$ cat config.mk
export PLATFORM = sky130hd
export DESIGN_NAME = uart_cmd_parser
export DESIGN_NICKNAME = d
export VERILOG_FILES = /design/src/rtl/uart_cmd_pkg.sv /design/src/rtl/uart_resp_slot.sv /design/src/rtl/uart_cmd_parser.sv
export SDC_FILE = /design/constraint.sdc
export NUM_CORES = 1
export LEC_CHECK = 0
export ABC_CLOCK_PERIOD_IN_PS = 3050
export CORE_MARGIN = 2
export CORE_UTILIZATION = 58
export CTS_BUF_LIST = sky130_fd_sc_hd__clkbuf_8
export DETAILED_ROUTE_END_ITERATION = 16
export PLACE_DENSITY = 0.88
export RECOVER_POWER = 25
export SYNTH_ARGS = -nofsm -noshare
export SYNTH_HDL_FRONTEND = slang
export SYNTH_HIERARCHICAL = 1
export SYNTH_SLANG_ARGS = --single-unit
$ cat constraint.sdc
create_clock -name Clk_100M -period 3.05 [get_ports Clk_100M]
set_input_delay 0.305 -clock Clk_100M [delete_from_list [all_inputs] [get_ports Clk_100M]]
set_output_delay 0.305 -clock Clk_100M [all_outputs]
set_load 0.1 [all_outputs]
$ cat src/rtl/uart_cmd_pkg.sv
// Shared constants, state encoding and helpers for the UART command parser.
package uart_cmd_pkg;

  localparam logic [7:0] ASCII_CR = 8'h0D;
  localparam logic [7:0] ASCII_LF = 8'h0A;
  localparam logic [7:0] ASCII_D  = 8'h44;
  localparam logic [7:0] ASCII_L  = 8'h4C;
  localparam logic [7:0] ASCII_0  = 8'h30;
  localparam logic [7:0] ASCII_8  = 8'h38;
  localparam logic [7:0] ASCII_9  = 8'h39;

  localparam logic [7:0] RESP_OK  = 8'h21;  // '!'
  localparam logic [7:0] RESP_ERR = 8'h3F;  // '?'
  localparam logic [7:0] RESP_TMO = 8'h54;  // 'T'

  typedef enum logic [2:0] {
    ST_IDLE,
    ST_D_ARGS,
    ST_L_ARG,
    ST_WAIT_CR,
    ST_DISCARD
  } state_t;

  // Thermometer code with n low bits set, n in 0..8.
  function automatic logic [7:0] therm8(input logic [3:0] n);
    logic [7:0] r;
    for (int i = 0; i < 8; i++) r[i] = (n > 4'(i));
    return r;
  endfunction

endpackage

$ cat src/rtl/uart_resp_slot.sv
// Single-entry response slot: holds one pending byte and hands it to the
// transmitter with a one-cycle start pulse, followed by a guard cycle that
// masks the transmitter's registered busy flag.
module uart_resp_slot (
  input  logic       clk_sys,
  input  logic       rst_b,
  input  logic       raise,
  input  logic [7:0] raise_data,
  input  logic       tx_busy,
  output logic       tx_start,
  output logic [7:0] tx_data,
  output logic       overrun
);

  logic       pend_q, pend_d;
  logic [7:0] pend_data_q, pend_data_d;
  logic       guard_q, guard_d;
  logic       tx_start_q, tx_start_d;
  logic [7:0] tx_data_q, tx_data_d;
  logic       overrun_q, overrun_d;
  logic       fire;

  // Next-state: a raise in the same cycle as a launch refills the slot
  // without counting as an overrun.
  always_comb begin
    fire        = pend_q && !guard_q && !tx_busy;
    pend_d      = raise || (pend_q && !fire);
    pend_data_d = raise ? raise_data : pend_data_q;
    tx_start_d  = fire;
    guard_d     = fire;
    tx_data_d   = fire ? pend_data_q : tx_data_q;
    overrun_d   = overrun_q || (raise && pend_q && !fire);
  end

  // Slot registers.
  always_ff @(posedge clk_sys or negedge rst_b) begin
    if (!rst_b) begin
      pend_q      <= 1'b0;
      pend_data_q <= 8'h00;
      guard_q     <= 1'b0;
      tx_start_q  <= 1'b0;
      tx_data_q   <= 8'h00;
      overrun_q   <= 1'b0;
    end else begin
      pend_q      <= pend_d;
      pend_data_q <= pend_data_d;
      guard_q     <= guard_d;
      tx_start_q  <= tx_start_d;
      tx_data_q   <= tx_data_d;
      overrun_q   <= overrun_d;
    end
  end

  assign tx_start = tx_start_q;
  assign tx_data  = tx_data_q;
  assign overrun  = overrun_q;

endmodule

$ cat src/rtl/uart_cmd_parser.sv
// ASCII command parser: assembles CR-terminated D/L frames from UART bytes
// into shadow registers and commits them atomically to Digits/LED.
//
// state      | meaning
// -----------+-----------------------------------------------
// ST_IDLE    | between frames, waiting for a command letter
// ST_D_ARGS  | collecting the four display digits
// ST_L_ARG   | waiting for the single LED-bar digit
// ST_WAIT_CR | arguments complete, CR commits the frame
// ST_DISCARD | bad frame, dropping bytes until CR
module uart_cmd_parser
  import uart_cmd_pkg::*;
#(
  parameter int TIMEOUT_CYCLES = 1_000_000
) (
  input  logic        Clk_100M,
  input  logic        Reset,
  input  logic [7:0]  Rx_Data,
  input  logic        Rx_Valid,
  input  logic        Tx_Busy,
  output logic [7:0]  Tx_Data,
  output logic        Tx_Start,
  output logic [15:0] Digits,
  output logic [7:0]  LED,
  output logic        Frame_Err,
  output logic        Overrun
);

  localparam int TW = (TIMEOUT_CYCLES > 2) ? $clog2(TIMEOUT_CYCLES) : 1;
  localparam logic [TW-1:0] TMR_LOAD = TW'(TIMEOUT_CYCLES - 1);

  state_t      state_q, state_d;
  logic [1:0]  cnt_q, cnt_d;
  logic [15:0] shadow_q, shadow_d;
  logic [3:0]  led_arg_q, led_arg_d;
  logic        is_led_q, is_led_d;
  logic [15:0] digits_q, digits_d;
  logic [7:0]  led_q, led_d;
  logic        frame_err_q, frame_err_d;
  logic [TW-1:0] tmr_q, tmr_d;
  logic        raise;
  logic [7:0]  raise_data;
  logic        is_digit, is_led_digit;

  assign is_digit     = (Rx_Data >= ASCII_0) && (Rx_Data <= ASCII_9);
  assign is_led_digit = (Rx_Data >= ASCII_0) && (Rx_Data <= ASCII_8);

  // Frame parsing, idle-gap timer (down-counter, expires at zero) and commit.
  always_comb begin
    state_d     = state_q;
    cnt_d       = cnt_q;
    shadow_d    = shadow_q;
    led_arg_d   = led_arg_q;
    is_led_d    = is_led_q;
    digits_d    = digits_q;
    led_d       = led_q;
    frame_err_d = frame_err_q;
    raise       = 1'b0;
    raise_data  = RESP_OK;

    if (Rx_Valid || state_q == ST_IDLE) tmr_d = TMR_LOAD;
    else if (tmr_q != '0)               tmr_d = tmr_q - 1'b1;
    else                                tmr_d = tmr_q;

    if (Rx_Valid && Rx_Data != ASCII_LF) begin
      case (state_q)
        ST_IDLE: begin
          if (Rx_Data == ASCII_D) begin
            state_d  = ST_D_ARGS;
            cnt_d    = 2'd0;
            is_led_d = 1'b0;
          end else if (Rx_Data == ASCII_L) begin
            state_d  = ST_L_ARG;
            is_led_d = 1'b1;
          end else if (Rx_Data != ASCII_CR) begin
            state_d = ST_DISCARD;
          end
        end
        ST_D_ARGS: begin
          if (is_digit) begin
            // Shift in from the right so the first digit ends up leftmost.
            shadow_d = {shadow_q[11:0], Rx_Data[3:0]};
            cnt_d    = cnt_q + 2'd1;
            if (cnt_q == 2'd3) state_d = ST_WAIT_CR;
          end else if (Rx_Data == ASCII_CR) begin
            state_d    = ST_IDLE;
            raise      = 1'b1;
            raise_data = RESP_ERR;
          end else begin
            state_d = ST_DISCARD;
          end
        end
        ST_L_ARG: begin
          if (is_led_digit) begin
            led_arg_d = Rx_Data[3:0];
            state_d   = ST_WAIT_CR;
          end else if (Rx_Data == ASCII_CR) begin
            state_d    = ST_IDLE;
            raise      = 1'b1;
            raise_data = RESP_ERR;
          end else begin
            state_d = ST_DISCARD;
          end
        end
        ST_WAIT_CR: begin
          if (Rx_Data == ASCII_CR) begin
            if (is_led_q) led_d = therm8(led_arg_q);
            else          digits_d = shadow_q;
            state_d    = ST_IDLE;
            raise      = 1'b1;
            raise_data = RESP_OK;
          end else begin
            state_d = ST_DISCARD;
          end
        end
        ST_DISCARD: begin
          if (Rx_Data == ASCII_CR) begin
            state_d    = ST_IDLE;
            raise      = 1'b1;
            raise_data = RESP_ERR;
          end
        end
        default: state_d = ST_IDLE;
      endcase
    end else if (!Rx_Valid && state_q != ST_IDLE && tmr_q == '0) begin
      state_d    = ST_IDLE;
      shadow_d   = '0;
      led_arg_d  = '0;
      raise      = 1'b1;
      raise_data = RESP_TMO;
    end

    if (raise && raise_data != RESP_OK) frame_err_d = 1'b1;
  end

  // Parser and output registers.
  always_ff @(posedge Clk_100M or negedge Reset) begin
    if (!Reset) begin
      state_q     <= ST_IDLE;
      cnt_q       <= 2'd0;
      shadow_q    <= 16'h0000;
      led_arg_q   <= 4'h0;
      is_led_q    <= 1'b0;
      digits_q    <= 16'h0000;
      led_q       <= 8'h00;
      frame_err_q <= 1'b0;
      tmr_q       <= '0;
    end else begin
      state_q     <= state_d;
      cnt_q       <= cnt_d;
      shadow_q    <= shadow_d;
      led_arg_q   <= led_arg_d;
      is_led_q    <= is_led_d;
      digits_q    <= digits_d;
      led_q       <= led_d;
      frame_err_q <= frame_err_d;
      tmr_q       <= tmr_d;
    end
  end

  uart_resp_slot u_resp_slot (
    .clk_sys    (Clk_100M),
    .rst_b      (Reset),
    .raise      (raise),
    .raise_data (raise_data),
    .tx_busy    (Tx_Busy),
    .tx_start   (Tx_Start),
    .tx_data    (Tx_Data),
    .overrun    (Overrun)
  );

  assign Digits    = digits_q;
  assign LED       = led_q;
  assign Frame_Err = frame_err_q;

endmodule

==> reports/qor.tcl <==
set qor(design.portCount) 47
set qor(yosys.area.top_type_share) 0.543
set qor(endpoints_failing_hold) 0
set qor(core_sq_um) 6870
set qor(worstPathArrival_ps) 2910
set qor(first_global_vias) 2849
set qor(synth_cell_types) 59
set qor(rr_endpoint) {u_resp_slot/pend_data_q[3]}
set qor(synth.ff_latch_count) 90
set qor(grt_max_degree) 91
set qor(timing.fmax_ghz) 0.374
set qor(numCtsBuffers) 9
set qor(actual_transition_at_the_worst_max_transition_pin_ps) 1890
set qor(first_iter_violations) 234
set qor(synthesis.instances) 362
set qor(endpoint) {u_resp_slot/pend_data_q[3]}
set qor(fraction_of_final_layout_cells_with_drive_strength_greater_than_1) 0.189
set qor(path_clk_slew_ps) 80
set qor(startpoint_type) {flip-flop}
set qor(largest_stage_delay_on_the_critical_path_ps) 610
set qor(outcome) {finished, violations left}
set qor(finalHoldWorstSlack_ps) 489
set qor(post-place-ws_ps) 234
set qor(timing.reg2reg.setup_slack_ps) 380
set qor(max-clock-path-buffers) 2
set qor(startpoint) {tmr_q[0]}
set qor(worst-setup-path-type) {reg -> reg}
set qor(setup_repair_after_global_routing_missed_its_margin) {no}
set qor(most_frequently_used_flop_master_after_synthesis) {sky130_fd_sc_hd__dfrtp_1}
set qor(cpMaxStageDelayCell) {sky130_fd_sc_hd__or4b_1}
set qor(synth_nets) 376
set qor(synth_seq_area_share) 0.543
set qor(hold_path.class) {reg -> reg}
set qor(synth_top_cells_by_area) {sky130_fd_sc_hd__dfrtp_1, sky130_fd_sc_hd__mux2_2, sky130_fd_sc_hd__a22o_1}
set qor(critPathCaptureType) {flip-flop}
set qor(post-route-util) 0.719
set qor(antenna_found_initial) 0
set qor(antenna_cells_inserted) 0
set qor(via_per_inst) 5.84
set qor(overflow) 0
set qor(post-route-drc-count) 0
set qor(nNetsFinal) 422
set qor(cts.root.buffer_cell) {sky130_fd_sc_hd__clkbuf_8}
set qor(critPathMaxFanout) 9
set qor(final-instance-count-excl-fill) 509
set qor(place_hpwl_um) 5320
set qor(initial_core_util) 0.604
set qor(path_cells) {inv_1 -> ha_1 -> or4b_1 -> nor4_1 -> nand4_1 -> nand3_1 -> mux2_2}
set qor(wirelength_um) 8040
set qor(clock_tree_from_tritoncts) {done}
set qor(die_width_um) 88.6
set qor(timing.clock.skew_ps) 10.9
set qor(final_antenna_net_count) 0
set qor(ys_warn_count) 6
set qor(timing.final.ws_setup_ps) 380
set qor(floorplan.die.height_um) 88.6
set qor(edff_count_synth) 0
set qor(slew-limit-headroom) -0.258
set qor(postSynth.asyncResetShare) 1.00
set qor(die_area_sq_um) 7840
set qor(worst_r2r_path_depth) 7
set qor(power.density_nw_per_um2) 475
set qor(buffer_ports.inserted) 46
set qor(clock_sinks) 90
set qor(failing_checks) {max-capacitance violations, max-slew violations}
set qor(routabilityCongestion) 0.834
set qor(worst_ir_drop_vdd_uv) 293
set qor(setup_total_negative_slack_ps) 0
set qor(global_routing_usage_summed_across_all_routing_layers) 0.219
set qor(wl_per_cell_um) 15.8
set qor(htree_levels) 3
set qor(worstSkewPairLatency_ps) 360
set qor(syn_to_final_growth_pct) 19.0
set qor(post-route-min-period_ps) 2670
set qor(syn_avg_cell_area_sq_um) 11.5
set qor(finalSetupViolations) 0
set qor(floorplan.rows) 30
set qor(leakage_nw) 2.16
set qor(placement.cell_area_sq_um) 4690
set qor(drt_first_pass_iters) 4
set qor(placed_instances) 492
set qor(critPathRequiredTime_ps) 3290
set qor(slew_violations) 91
set qor(vias) 2974
set qor(max_cap_viol_count) 1
set qor(finalCritPeriodShare) 0.876
set qor(area_leader_netlist) {sky130_fd_sc_hd__dfrtp_1}
set qor(worstReg2RegStart) {tmr_q[0]}
set qor(grt_pass1_wl_um) 13300
set qor(total_power_mw) 2.35
set qor(finalInstanceArea_sq_um) 4940
set qor(netlist_area_before_placement_sq_um) 4150
[worst min-delay path by stage]
stage	from	to	slack, ps	cells after the start
3_5_place_dp	Reset	LED[0]	380	2
5_1_grt	Digits[15]	Digits[15]	510	1
4_1_cts	LED[6]	LED[6]	500	2
2_1_floorplan	Reset	Digits[0]	9	0
3_3_place_gp	Reset	shadow_q[11]	380	2
6_report	Digits[15]	Digits[15]	490	1
[cell usage after synthesis (all sizes together), types with 3 or more instances]
| cell type | count |
|---|---|
| nor4b | 4 |
| nand3 | 7 |
| nor3 | 8 |
| clkbuf | 15 |
| nand2 | 36 |
| xnor2 | 4 |
| o21ai | 30 |
| a21oi | 5 |
| nor3b | 3 |
| xor2 | 9 |
| o211ai | 5 |
| mux2 | 34 |
| buf | 8 |
| nor4bb | 3 |
| or4 | 4 |
| nand4 | 4 |
| nor4 | 9 |
| inv | 7 |
| a22o | 16 |
| nor2 | 28 |
| mux2i | 3 |
| dfrtp | 90 |
| or3 | 3 |
[area by class of cell]
cell class / count / area (sq um)
clock buffer: 9 / 124
clock inverter: 7 / 125
fill: 464 / 1930
inverter: 7 / 26.3
multi-input combinational: 242 / 1750
sequential: 90 / 2250
tap: 96 / 120
timing repair buffer: 58 / 538
[where the power goes]
part | switching [mW] | leakage [nW] | total [mW] | internal, mW
clock | 0.427 | 0.124 | 0.978 | 0.551
combinational | 0.0929 | 0.842 | 0.142 | 0.0487
sequential | 0.0179 | 1.19 | 1.23 | 1.21
[routing by layer]
metal,vias to the layer above,track usage,wire length (um)
met4,0,0.0785,86
met2,102,0.344,3890
li1,1394,-,-
met3,10,0.0438,398
met5,-,0,0
met1,1468,0.305,3670
[worst max-delay path, delay by kind of cell, from the launching register on]
kind                     cells  cell delay [ps]
adder cells (fa/ha/maj)      1              190
multiplexers                 1              390
flip-flops                   1              400
AND/OR/NAND/NOR              4             1480
buffers and inverters        1              100
[layout by cell type, fill, tap and decap left out, types with 4 or more instances in the layout]
cell and instances:
sky130_fd_sc_hd__dfrtp_1 90, sky130_fd_sc_hd__clkdlybuf4s50_1 41, sky130_fd_sc_hd__nand2_1 36, sky130_fd_sc_hd__nor2_1 25
sky130_fd_sc_hd__o21ai_0 24, sky130_fd_sc_hd__mux2_2 22, sky130_fd_sc_hd__a22o_1 16, sky130_fd_sc_hd__buf_4 14
sky130_fd_sc_hd__xor2_1 9, sky130_fd_sc_hd__clkbuf_8 9, sky130_fd_sc_hd__nor3_1 8, sky130_fd_sc_hd__mux2_4 8
sky130_fd_sc_hd__inv_1 7, sky130_fd_sc_hd__nand3_1 6, sky130_fd_sc_hd__o21ai_1 6, sky130_fd_sc_hd__nor4_1 5
sky130_fd_sc_hd__o211ai_1 5, sky130_fd_sc_hd__a21oi_1 5, sky130_fd_sc_hd__nand4_1 4, sky130_fd_sc_hd__mux2_1 4
sky130_fd_sc_hd__xnor2_1 4
[timing repair]
item                      CTS  global route
hold buffers                1             0
buffers inserted            0             0
gates resized for setup     0             0
hold endpoints to repair   52             0
[registers in the layout (all words and copies together), names as in the netlist]
register,flops
Digits,16
Frame_Err,1
LED,8
cnt_q,2
is_led_q,1
led_arg_q,4
shadow_q,16
state_q,3
tmr_q,20
u_resp_slot/overrun,1
u_resp_slot/pend_data_q,8
u_resp_slot/pend_q,1
u_resp_slot/tx_data,8
u_resp_slot/tx_start,1
[cells by family (layout without fill, tap and decap cells)]
kind of cell | count (synthesis) | after routing | share of synthesized area
adder cells (fa/ha/maj) | 2 | 2 | 0.00603
other | 1 | 1 | 0.000904
XOR/XNOR | 13 | 13 | 0.0275
AO/OA/AOI/OAI | 72 | 72 | 0.117
multiplexers | 37 | 37 | 0.107
AND/OR/NAND/NOR | 117 | 117 | 0.163
flip-flops | 90 | 90 | 0.543
buffers and inverters | 30 | 81 | 0.0350
Power figures use the tool's default switching activity.
